**config.mk**
```make
export PLATFORM = sky130hd
export DESIGN_NAME = gpio_pad_ctrl_flat
export DESIGN_NICKNAME = d
export VERILOG_FILES = /design/src/rtl/gpio_pad_ctrl_if.sv /design/src/rtl/gpio_pad_ctrl.sv /design/src/flat_wrapper.sv
export SDC_FILE = /design/constraint.sdc
export NUM_CORES = 1
export LEC_CHECK = 0
export BUFFER_PORTS_ARGS = -buffer_cell sky130_fd_sc_hd__buf_4
export CAP_MARGIN = 20
export CORE_MARGIN = 2
export CORE_UTILIZATION = 45
export DETAILED_ROUTE_END_ITERATION = 10
export PLACE_DENSITY_LB_ADDON = 0.3
export SLEW_MARGIN = 20
export SYNTH_ARGS = -nofsm -noshare
export SYNTH_HDL_FRONTEND = slang
export SYNTH_SLANG_ARGS = --single-unit
```
**constraint.sdc**
```tcl
create_clock -name clk -period 1.9 [get_ports clk]
set_clock_uncertainty 0.15 [all_clocks]
set_input_delay 0.095 -clock clk [delete_from_list [all_inputs] [get_ports clk]]
set_output_delay 0.095 -clock clk [all_outputs]
set_load 0.05 [all_outputs]
```
**src/rtl/gpio_pad_ctrl_if.sv**
```systemverilog
// Pad-side signal bundle for one sky130 GPIOv2 pad control stage.
interface gpio_pad_ctrl_if;
    logic pwr_good;
    logic hold_req;
    logic pad_in;
    logic enable_vddio;
    logic enable_vdda_h;
    logic enable_h;
    logic enable_vswitch_h;
    logic enable_inp_h;
    logic hold_h;
    logic ready;
    logic in_sync;
    logic in_rise;
    logic in_fall;

    // Core / stimulus side: drives power, hold and pad input.
    modport master (
        output pwr_good,
        output hold_req,
        output pad_in,
        input  enable_vddio,
        input  enable_vdda_h,
        input  enable_h,
        input  enable_vswitch_h,
        input  enable_inp_h,
        input  hold_h,
        input  ready,
        input  in_sync,
        input  in_rise,
        input  in_fall
    );

    // Controller side: drives the pad enables and the conditioned input.
    modport slave (
        input  pwr_good,
        input  hold_req,
        input  pad_in,
        output enable_vddio,
        output enable_vdda_h,
        output enable_h,
        output enable_vswitch_h,
        output enable_inp_h,
        output hold_h,
        output ready,
        output in_sync,
        output in_rise,
        output in_fall
    );
endinterface

```
**src/rtl/gpio_pad_ctrl.sv**
```systemverilog
// Power-up sequencer, hold control and input conditioner for one GPIOv2 pad.
module gpio_pad_ctrl #(
    parameter int unsigned SEQ_STEP_CYCLES = 16,
    parameter int unsigned DEBOUNCE_CYCLES = 8,
    parameter int unsigned CNT_W           = 8
) (
    input  logic             clk,
    input  logic             rst,
    gpio_pad_ctrl_if.slave   pad_if
);

    localparam logic [CNT_W-1:0] STEP_LOAD = CNT_W'(SEQ_STEP_CYCLES - 1);
    localparam logic [CNT_W-1:0] DEB_LIMIT = CNT_W'(DEBOUNCE_CYCLES);

    typedef enum logic [2:0] {
        ST_OFF   = 3'd0,
        ST_VDDIO = 3'd1,
        ST_ENH   = 3'd2,
        ST_INP   = 3'd3,
        ST_RUN   = 3'd4,
        ST_HOLD  = 3'd5
    } state_t;

    state_t           r_state;
    state_t           w_state_nxt;
    logic [CNT_W-1:0] r_step_cnt;
    logic [CNT_W-1:0] w_step_cnt_nxt;

    logic r_enable_vddio;
    logic r_enable_vdda_h;
    logic r_enable_h;
    logic r_enable_vswitch_h;
    logic r_enable_inp_h;
    logic r_hold_h;
    logic r_ready;

    logic w_enable_vddio;
    logic w_enable_vdda_h;
    logic w_enable_h;
    logic w_enable_vswitch_h;
    logic w_enable_inp_h;
    logic w_hold_h;
    logic w_ready;

    logic             r_sync1;
    logic             r_sync2;
    logic [CNT_W-1:0] r_deb_cnt;
    logic [CNT_W-1:0] w_deb_cnt_inc;
    logic             r_in_sync;
    logic             r_in_rise;
    logic             r_in_fall;
    logic             w_in_active;

    // State and step counter registers.
    always_ff @(posedge clk) begin
        if (rst) begin
            r_state    <= ST_OFF;
            r_step_cnt <= '0;
        end else begin
            r_state    <= w_state_nxt;
            r_step_cnt <= w_step_cnt_nxt;
        end
    end

    // Next state: loss of power-good overrides everything and clears the step count.
    always_comb begin
        w_state_nxt    = r_state;
        w_step_cnt_nxt = r_step_cnt;
        if (!pad_if.pwr_good) begin
            w_state_nxt    = ST_OFF;
            w_step_cnt_nxt = '0;
        end else begin
            case (r_state)
                ST_OFF: begin
                    w_state_nxt    = ST_VDDIO;
                    w_step_cnt_nxt = STEP_LOAD;
                end
                ST_VDDIO: begin
                    if (r_step_cnt == '0) begin
                        w_state_nxt    = ST_ENH;
                        w_step_cnt_nxt = STEP_LOAD;
                    end else begin
                        w_step_cnt_nxt = r_step_cnt - CNT_W'(1);
                    end
                end
                ST_ENH: begin
                    if (r_step_cnt == '0) begin
                        w_state_nxt    = ST_INP;
                        w_step_cnt_nxt = STEP_LOAD;
                    end else begin
                        w_step_cnt_nxt = r_step_cnt - CNT_W'(1);
                    end
                end
                ST_INP: begin
                    if (r_step_cnt == '0) begin
                        w_state_nxt    = ST_RUN;
                        w_step_cnt_nxt = '0;
                    end else begin
                        w_step_cnt_nxt = r_step_cnt - CNT_W'(1);
                    end
                end
                ST_RUN: begin
                    if (pad_if.hold_req) begin
                        w_state_nxt = ST_HOLD;
                    end
                end
                ST_HOLD: begin
                    if (!pad_if.hold_req) begin
                        w_state_nxt = ST_RUN;
                    end
                end
                default: begin
                    w_state_nxt    = ST_OFF;
                    w_step_cnt_nxt = '0;
                end
            endcase
        end
    end

    // Pad pin decode of the upcoming state, so pins move on the same edge as the state.
    always_comb begin
        w_enable_vddio     = 1'b0;
        w_enable_vdda_h    = 1'b0;
        w_enable_h         = 1'b0;
        w_enable_vswitch_h = 1'b0;
        w_enable_inp_h     = 1'b0;
        w_hold_h           = 1'b0;
        w_ready            = 1'b0;
        case (w_state_nxt)
            ST_VDDIO: begin
                w_enable_vddio  = 1'b1;
                w_enable_vdda_h = 1'b1;
            end
            ST_ENH: begin
                w_enable_vddio     = 1'b1;
                w_enable_vdda_h    = 1'b1;
                w_enable_h         = 1'b1;
                w_enable_vswitch_h = 1'b1;
            end
            ST_INP: begin
                w_enable_vddio     = 1'b1;
                w_enable_vdda_h    = 1'b1;
                w_enable_h         = 1'b1;
                w_enable_vswitch_h = 1'b1;
                w_enable_inp_h     = 1'b1;
            end
            ST_RUN: begin
                w_enable_vddio     = 1'b1;
                w_enable_vdda_h    = 1'b1;
                w_enable_h         = 1'b1;
                w_enable_vswitch_h = 1'b1;
                w_enable_inp_h     = 1'b1;
                w_hold_h           = 1'b1;
                w_ready            = 1'b1;
            end
            ST_HOLD: begin
                w_enable_vddio     = 1'b1;
                w_enable_vdda_h    = 1'b1;
                w_enable_h         = 1'b1;
                w_enable_vswitch_h = 1'b1;
                w_enable_inp_h     = 1'b1;
            end
            default: begin
                w_hold_h = 1'b0;
            end
        endcase
    end

    // Registered pad pins; reset leaves the pad held with all enables low.
    always_ff @(posedge clk) begin
        if (rst) begin
            r_enable_vddio     <= 1'b0;
            r_enable_vdda_h    <= 1'b0;
            r_enable_h         <= 1'b0;
            r_enable_vswitch_h <= 1'b0;
            r_enable_inp_h     <= 1'b0;
            r_hold_h           <= 1'b0;
            r_ready            <= 1'b0;
        end else begin
            r_enable_vddio     <= w_enable_vddio;
            r_enable_vdda_h    <= w_enable_vdda_h;
            r_enable_h         <= w_enable_h;
            r_enable_vswitch_h <= w_enable_vswitch_h;
            r_enable_inp_h     <= w_enable_inp_h;
            r_hold_h           <= w_hold_h;
            r_ready            <= w_ready;
        end
    end

    assign w_in_active   = (w_state_nxt == ST_RUN) || (w_state_nxt == ST_HOLD);
    assign w_deb_cnt_inc = r_deb_cnt + CNT_W'(1);

    // Synchronizer and debouncer; flushed to 0 whenever the pad is not operational.
    always_ff @(posedge clk) begin
        if (rst || !w_in_active) begin
            r_sync1   <= 1'b0;
            r_sync2   <= 1'b0;
            r_deb_cnt <= '0;
            r_in_sync <= 1'b0;
            r_in_rise <= 1'b0;
            r_in_fall <= 1'b0;
        end else begin
            r_sync1   <= pad_if.pad_in;
            r_sync2   <= r_sync1;
            r_in_rise <= 1'b0;
            r_in_fall <= 1'b0;
            if (r_sync2 != r_in_sync) begin
                if (w_deb_cnt_inc == DEB_LIMIT) begin
                    r_in_sync <= r_sync2;
                    r_deb_cnt <= '0;
                    r_in_rise <= r_sync2;
                    r_in_fall <= ~r_sync2;
                end else begin
                    r_deb_cnt <= w_deb_cnt_inc;
                end
            end else begin
                r_deb_cnt <= '0;
            end
        end
    end

    assign pad_if.enable_vddio     = r_enable_vddio;
    assign pad_if.enable_vdda_h    = r_enable_vdda_h;
    assign pad_if.enable_h         = r_enable_h;
    assign pad_if.enable_vswitch_h = r_enable_vswitch_h;
    assign pad_if.enable_inp_h     = r_enable_inp_h;
    assign pad_if.hold_h           = r_hold_h;
    assign pad_if.ready            = r_ready;
    assign pad_if.in_sync          = r_in_sync;
    assign pad_if.in_rise          = r_in_rise;
    assign pad_if.in_fall          = r_in_fall;

endmodule

```
**src/flat_wrapper.sv**
```systemverilog
// flat-port wrapper written by rule: the top's interface ports become plain ports
module gpio_pad_ctrl_flat 
#(
    parameter int unsigned SEQ_STEP_CYCLES = 16,
    parameter int unsigned DEBOUNCE_CYCLES = 8,
    parameter int unsigned CNT_W           = 8
)
  (clk, rst, pad_if_pwr_good, pad_if_hold_req, pad_if_pad_in, pad_if_enable_vddio, pad_if_enable_vdda_h, pad_if_enable_h, pad_if_enable_vswitch_h, pad_if_enable_inp_h, pad_if_hold_h, pad_if_ready, pad_if_in_sync, pad_if_in_rise, pad_if_in_fall);
  gpio_pad_ctrl_if pad_if_i ();
  input  logic clk;
  input  logic rst;
  input wire logic [$bits(pad_if_i.pwr_good)-1:0] pad_if_pwr_good;
  input wire logic [$bits(pad_if_i.hold_req)-1:0] pad_if_hold_req;
  input wire logic [$bits(pad_if_i.pad_in)-1:0] pad_if_pad_in;
  output wire logic [$bits(pad_if_i.enable_vddio)-1:0] pad_if_enable_vddio;
  output wire logic [$bits(pad_if_i.enable_vdda_h)-1:0] pad_if_enable_vdda_h;
  output wire logic [$bits(pad_if_i.enable_h)-1:0] pad_if_enable_h;
  output wire logic [$bits(pad_if_i.enable_vswitch_h)-1:0] pad_if_enable_vswitch_h;
  output wire logic [$bits(pad_if_i.enable_inp_h)-1:0] pad_if_enable_inp_h;
  output wire logic [$bits(pad_if_i.hold_h)-1:0] pad_if_hold_h;
  output wire logic [$bits(pad_if_i.ready)-1:0] pad_if_ready;
  output wire logic [$bits(pad_if_i.in_sync)-1:0] pad_if_in_sync;
  output wire logic [$bits(pad_if_i.in_rise)-1:0] pad_if_in_rise;
  output wire logic [$bits(pad_if_i.in_fall)-1:0] pad_if_in_fall;
  assign pad_if_i.pwr_good = pad_if_pwr_good;
  assign pad_if_i.hold_req = pad_if_hold_req;
  assign pad_if_i.pad_in = pad_if_pad_in;
  assign pad_if_enable_vddio = pad_if_i.enable_vddio;
  assign pad_if_enable_vdda_h = pad_if_i.enable_vdda_h;
  assign pad_if_enable_h = pad_if_i.enable_h;
  assign pad_if_enable_vswitch_h = pad_if_i.enable_vswitch_h;
  assign pad_if_enable_inp_h = pad_if_i.enable_inp_h;
  assign pad_if_hold_h = pad_if_i.hold_h;
  assign pad_if_ready = pad_if_i.ready;
  assign pad_if_in_sync = pad_if_i.in_sync;
  assign pad_if_in_rise = pad_if_i.in_rise;
  assign pad_if_in_fall = pad_if_i.in_fall;
  gpio_pad_ctrl #(.SEQ_STEP_CYCLES(SEQ_STEP_CYCLES), .DEBOUNCE_CYCLES(DEBOUNCE_CYCLES), .CNT_W(CNT_W)) u_core (.clk(clk), .rst(rst), .pad_if(pad_if_i));
endmodule
```
==> results of run 1 <==
-- cells in the final DEF (no fill, tap or decap), types with 2 or more instances in the layout --
master / instances
a31oi_1: 3
ha_1: 3
dfxtp_1: 24
dlygate4sd3_1: 3
o21ai_0: 3
nor3_1: 2
buf_4: 25
a21oi_1: 8
nor2b_1: 4
and2_1: 3
clkbuf_4: 3
nor4_1: 3
a311oi_1: 2
or3_4: 2
xnor2_1: 5
nor3b_2: 3
xor2_1: 3
nor2_1: 15
dfxtp_2: 3
nand3_1: 5
nand2_1: 17
inv_1: 10
-- critical path, delay by kind of cell, from the launching register on --
family | cells | cell delay (ns)
simple gates | 3 | 1.18
flops | 1 | 0.36
compound gates | 1 | 0.14
-- cell families (layout without fill, tap and decap cells) --
kind of cell	after synthesis	in the layout	synth area share (%)
fa+ha+maj	3	3	2.907
compound gates	27	27	13.57
buf+inv	16	42	5.620
mux	1	1	0.7752
xor+xnor	8	8	5.427
simple gates	66	66	28.29
flops	28	28	43.41
-- sequential cells by signal (all words and copies together), names as in the netlist --
name                        cells
u_core.r_deb_cnt                8
u_core.r_step_cnt               8
u_core.r_state                  3
u_core.pad_if.enable_h          1
u_core.pad_if.enable_inp_h      1
u_core.pad_if.enable_vddio      1
u_core.pad_if.hold_h            1
u_core.pad_if.in_fall           1
u_core.pad_if.in_rise           1
u_core.pad_if.in_sync           1
u_core.r_sync1                  1
u_core.r_sync2                  1
-- cell type report --
type / instances / area, sq um
clock buffer: 3 / 22.52
clock inverter: 1 / 30.03
fill: 230 / 1130
inverter: 10 / 37.54
multi-input combinational: 105 / 689.4
sequential: 28 / 568.0
tap: 31 / 38.79
timing repair buffer: 28 / 217.7
-- power breakdown --
group	total [mW]	switching (mW)	internal, mW	leakage (nW)
Combinational	0.168	0.0862	0.0822	0.379
Clock	0.387	0.173	0.213	0.0279
Sequential	0.608	0.0100	0.598	0.229
-- per-layer routing --
metal | up-vias | wire, um | GRT usage (%)
li1 | 567 | - | -
met1 | 524 | 1104 | 20.51
met2 | 20 | 1363 | 29.06
met3 | 2 | 88 | 4.989
met4 | 0 | 16 | 5.316
met5 | - | 0 | 0
-- per-stage QoR --
stage	cell area [sq um]	setup WS (ns)	power (mW)	TNS, ns
detailed placement	1483	-0.02503	0.7740	-0.03366
global placement	1483	0.01001	0.7698	0
finish	1604	0.03119	1.164	0
CTS	1567	-0.02017	1.169	-0.02017
floorplan	1291	0.04568	0.7201	0
global route	1604	-0.01726	1.223	-0.04085
-- worst max path at each step --
stage | start | to
CTS | u_core.r_step_cnt[0] | u_core.r_step_cnt[5]
global route | u_core.r_step_cnt[1] | u_core.r_step_cnt[5]
global placement | u_core.r_step_cnt[0] | u_core.r_step_cnt[7]
detailed placement | u_core.r_step_cnt[0] | u_core.r_step_cnt[7]
finish | u_core.r_step_cnt[1] | u_core.r_step_cnt[7]
floorplan | u_core.r_step_cnt[0] | u_core.r_deb_cnt[3]
-- repair_timing --
action	4_1_cts	5_1_grt
setup endpoints to repair	5	23
setup buffers	0	0
endpoints found under the hold margin	7	0
pin swaps	0	4
hold buffers	3	0
gates resized for setup	2	13
==> run metrics, run 1 <==
startpoint class of the critical path flop; peak supply drop about 750 uV; Synth area leader dfxtp_1; max cap viols 0; grt total ovfl 0; first-pass GRT wire length around 4400 um; Initial Util ~47%; worst hold slack just under 0.02 ns; largest net degree at the start of global routing 17; final max-slew violation count 0; Commonest cells post-synth dfxtp_1 (28), nand2_1 (18), nor2_1 (15), inv_1 (10), a21oi_1 (8); Crit Path Max Fanout 4; Cell variety after synth 42; R2R Path End u_core.r_step_cnt[7]; max incr delay on CP ~0.52 ns; Total GRT Usage 17.01%; Num CTS Buffers 3; vias per cell between 5 and 6; status finished clean; Residual DRC 0; Syn Std Cell Area between 1000 and 1500 sq um; clock tree buffer depth 2; Max Clock Freq ~540 MHz; PwrDens 725.5 nW/um^2; CTS tree yes; Synth Instances around 150; Via Count about 1.1k; sequential area share after synthesis 43.41%; Initial DRC Count 38; root buffer cell clkbuf_4; DR pass1 iterations 4; Hold Path Sink u_core.r_step_cnt[5]; diode count 0; Die ar. ~3300 sq um; hold_sp rst; clock latency on the worst-skew pair 0.33 ns; final RePlAce weighted congestion between 0.8 and 0.9; class of the worst hold path primary input to flop; initial antenna violation count 0; unrepaired setup endpoints after global routing yes; WL final about 2600 um; Synth Register Bits 28; Slowest-stage cell, CP or4_4; final cell count without fillers about 210; port bufs 14; H-Tree Level Count 1; Rows 19; reg-to-reg startpoint u_core.r_step_cnt[1]; number of synthesized flops with an enable pin 0; placed wire-length estimate just under 2000 um; Die W around 58 um; Die H around 58 um; Cells on Worst Hold Path 3; WP data required ~2 ns; endpoints failing setup 0; nets@finish 184; Antenna Nets Post-Route 0; Worst setup EP type flop; DP Cell Count just under 200; clock slew at reported path FFs roughly 0.15 ns; fin crit share between 90% and 100%; minimum clock period between 1.5 and 2 ns; Synth Area per Inst just under 9 sq um; CTS Sinks 28; worst slew pin tran ~0.41 ns; largest cells by area after synthesis dfxtp_1 (43%), nand2_1 (5.2%), nor2_1 (4.4%); vias in the first global route 1020; WS Path Type flop to flop; CP Data Arrival Time between 2 and 2.5 ns; area delta synth->final 24.22%; count leader, synth dfxtp_1; Placeable Area around 2700 sq um; dominant synthesized flop cell dfxtp_1; R2R depth 4; fin util between 50% and 60%; worst slew margin relative to its limit about 72%; routed len/inst approximately 12 um; IO Count 15; layout cells sized above 1 between 20% and 30%; final hold vios 0; LEAKAGE approximately 0.64 nW; Yosys Warn Count 0; reg2reg setup slack approximately 0.031 ns; worst path cell trace or4_4 -> or3_4 -> nor4b_1 -> o21a_1; Mapped Nets around 160; Synth top area share 43.41%; Post-synth ARST share 0%
No activity file was read; power rests on OpenSTA's default activity.
==> inputs of run 2 (changes only) <==
==> constraint.sdc (replaced) <==
create_clock -name clk -period 1.9 [get_ports clk]
set_clock_uncertainty 0.15 [all_clocks]
set_input_delay 0.285 -clock clk [delete_from_list [all_inputs] [get_ports clk]]
set_output_delay 0.285 -clock clk [all_outputs]
set_load 0.05 [all_outputs]
==> run 2 against run 1 <==
Critical path depth did not move. Flip-flop and latch count did not move. Core utilization fell by 0.37 points. Total power decreased by 0.15%. Critical endpoint unchanged.
==> run metrics, run 2 (synthesis gave the netlist of run 1 again) <==
Worst setup EP type flop; Cells on Worst Hold Path 3; largest net degree at the start of global routing 17; final max-slew violation count 0; unrepaired setup endpoints after global routing yes; vias in the first global route 1026; reg-to-reg startpoint u_core.r_step_cnt[1]; DR pass1 iterations 4; crit path from u_core.r_step_cnt[1]; DP Cell Count between 150 and 200; class of the worst hold path primary input to flop; routed len/inst about 13 um; root buffer cell clkbuf_4; most common cell after layout, fill and taps aside buf_4; R2R Path End u_core.r_step_cnt[7]; peak supply drop approximately 750 uV; CTS tree yes; diode count 0; Rows 19; port bufs 14; vias per cell approximately 5.4; clock slew at reported path FFs around 0.15 ns; Worst Path Buf+Inv 0; Largest regs u_core.r_deb_cnt x8, u_core.r_step_cnt x8, u_core.r_state x3; PwrDens between 700 and 800 nW/um^2; clock tree buffer depth 2; nets@finish 183; CTS Sinks 28; TNS Setup 0 ns; Die W between 50 and 60 um; fin crit share between 90% and 100%; final hold vios 0; commonest cells after routing, fill and taps aside buf_4 (25), dfxtp_1 (24), nand2_1 (17); WS Path Type flop to flop; Max Clock Freq approximately 530 MHz; fillers approximately 230; startpoint class of the critical path flop; Via Count 1102; max cap viols 0; hold_sp rst; area delta synth->final 23.45%; endpoints failing setup 0; LEAKAGE about 0.63 nW; Antenna Nets Post-Route 0; WL final approximately 2600 um; layout cells sized above 1 25.86%; Hold Path Sink u_core.r_step_cnt[7]; initial antenna violation count 0; grt total ovfl 0; IO Count 15; final RePlAce weighted congestion a little over 0.8; Total GRT Usage 17.06%; Die ar. between 3000 and 4000 sq um; Crit Path Max Fanout 4; final cell count without fillers 205; worst slew margin relative to its limit between 70% and 80%; WP data required around 2.0 ns; max incr delay on CP roughly 0.52 ns; H-Tree Level Count 1; postcts setup bufs 0; fin util between 50% and 60%; placed wire-length estimate roughly 2000 um; worst path cell trace or4_4 -> or3_4 -> nor4b_1 -> o21a_1; Finished Cell Area around 1600 sq um; clock latency on the worst-skew pair between 0.3 and 0.4 ns; status finished clean; Placeable Area around 2700 sq um; Initial DRC Count 39; worst slew pin tran 0.4049 ns; Initial Util 47.23%; Slowest-stage cell, CP or4_4; critical path's top delay family simple AND/OR/NAND/NOR gates; minimum clock period around 1.9 ns; R2R depth 4; Die H 57.57 um; reg2reg setup slack around 0.03 ns; Total Power ~1.2 mW; Post-DP Area 1483 sq um; Residual DRC 0; CP Data Arrival Time approximately 2 ns; Num CTS Buffers 3; first-pass GRT wire length around 4400 um
run 2: worst max path at each step:
stage,end,slack [ns],cells past startpoint
after global placement,u_core.r_step_cnt[7],0.01,5
after CTS,u_core.r_step_cnt[5],-0.02,4
final,u_core.r_step_cnt[7],0.03,4
after detailed placement,u_core.r_step_cnt[7],-0.03,5
after global routing,u_core.r_step_cnt[5],-0.02,4
after floorplan,u_core.r_deb_cnt[3],0.05,8
run 2: through the flow:
step | setup slack, ns | hold WS [ns]
2_1_floorplan | 0.04568 | 0.2232
3_3_place_gp | 0.01001 | 0.2657
3_5_place_dp | -0.02503 | 0.2775
4_1_cts | -0.02017 | 0.1114
5_1_grt | -0.01726 | 0.1033
6_report | 0.02914 | 0.1138
run 2: area by class of cell:
class                      count  area [sq um]  area share, %
sequential                    28         568.0          35.64
clock buffer                   3         22.52          1.413
inverter                      10         37.54          2.355
timing repair buffer          27         207.7          13.03
multi-input combinational    105         689.4          43.25
tap                           31         38.79          2.433
clock inverter                 1         30.03          1.884
run 2: power by group:
group | internal (mW) | switching [mW]
logic | 0.0808 | 0.0859
clock network | 0.213 | 0.173
registers | 0.598 | 0.0100
total | 0.893 | 0.269
run 2: what timing repair did:
item | in CTS | in global routing
pin swaps | 0 | 4
hold buffers | 2 | 0
setup endpoints to repair | 5 | 23
resized for setup | 2 | 13
endpoints found under the hold margin | 2 | 0
run 2: layer usage:
| metal | track usage (%) | vias up | wire length, um |
|---|---|---|---|
| met3 | 4.989 | 2 | 82 |
| li1 | - | 565 | - |
| met4 | 5.316 | 0 | 16 |
| met5 | 0 | - | 0 |
| met2 | 29.38 | 16 | 1360 |
| met1 | 20.37 | 519 | 1109 |
run 2: tightest hold or removal path: cells and delay by family:
kind                   cells  cell delay [ns]
AOI/OAI and AO/OA          1             0.12
and+or+nand+nor            1             0.09
buffers and inverters      1             0.08
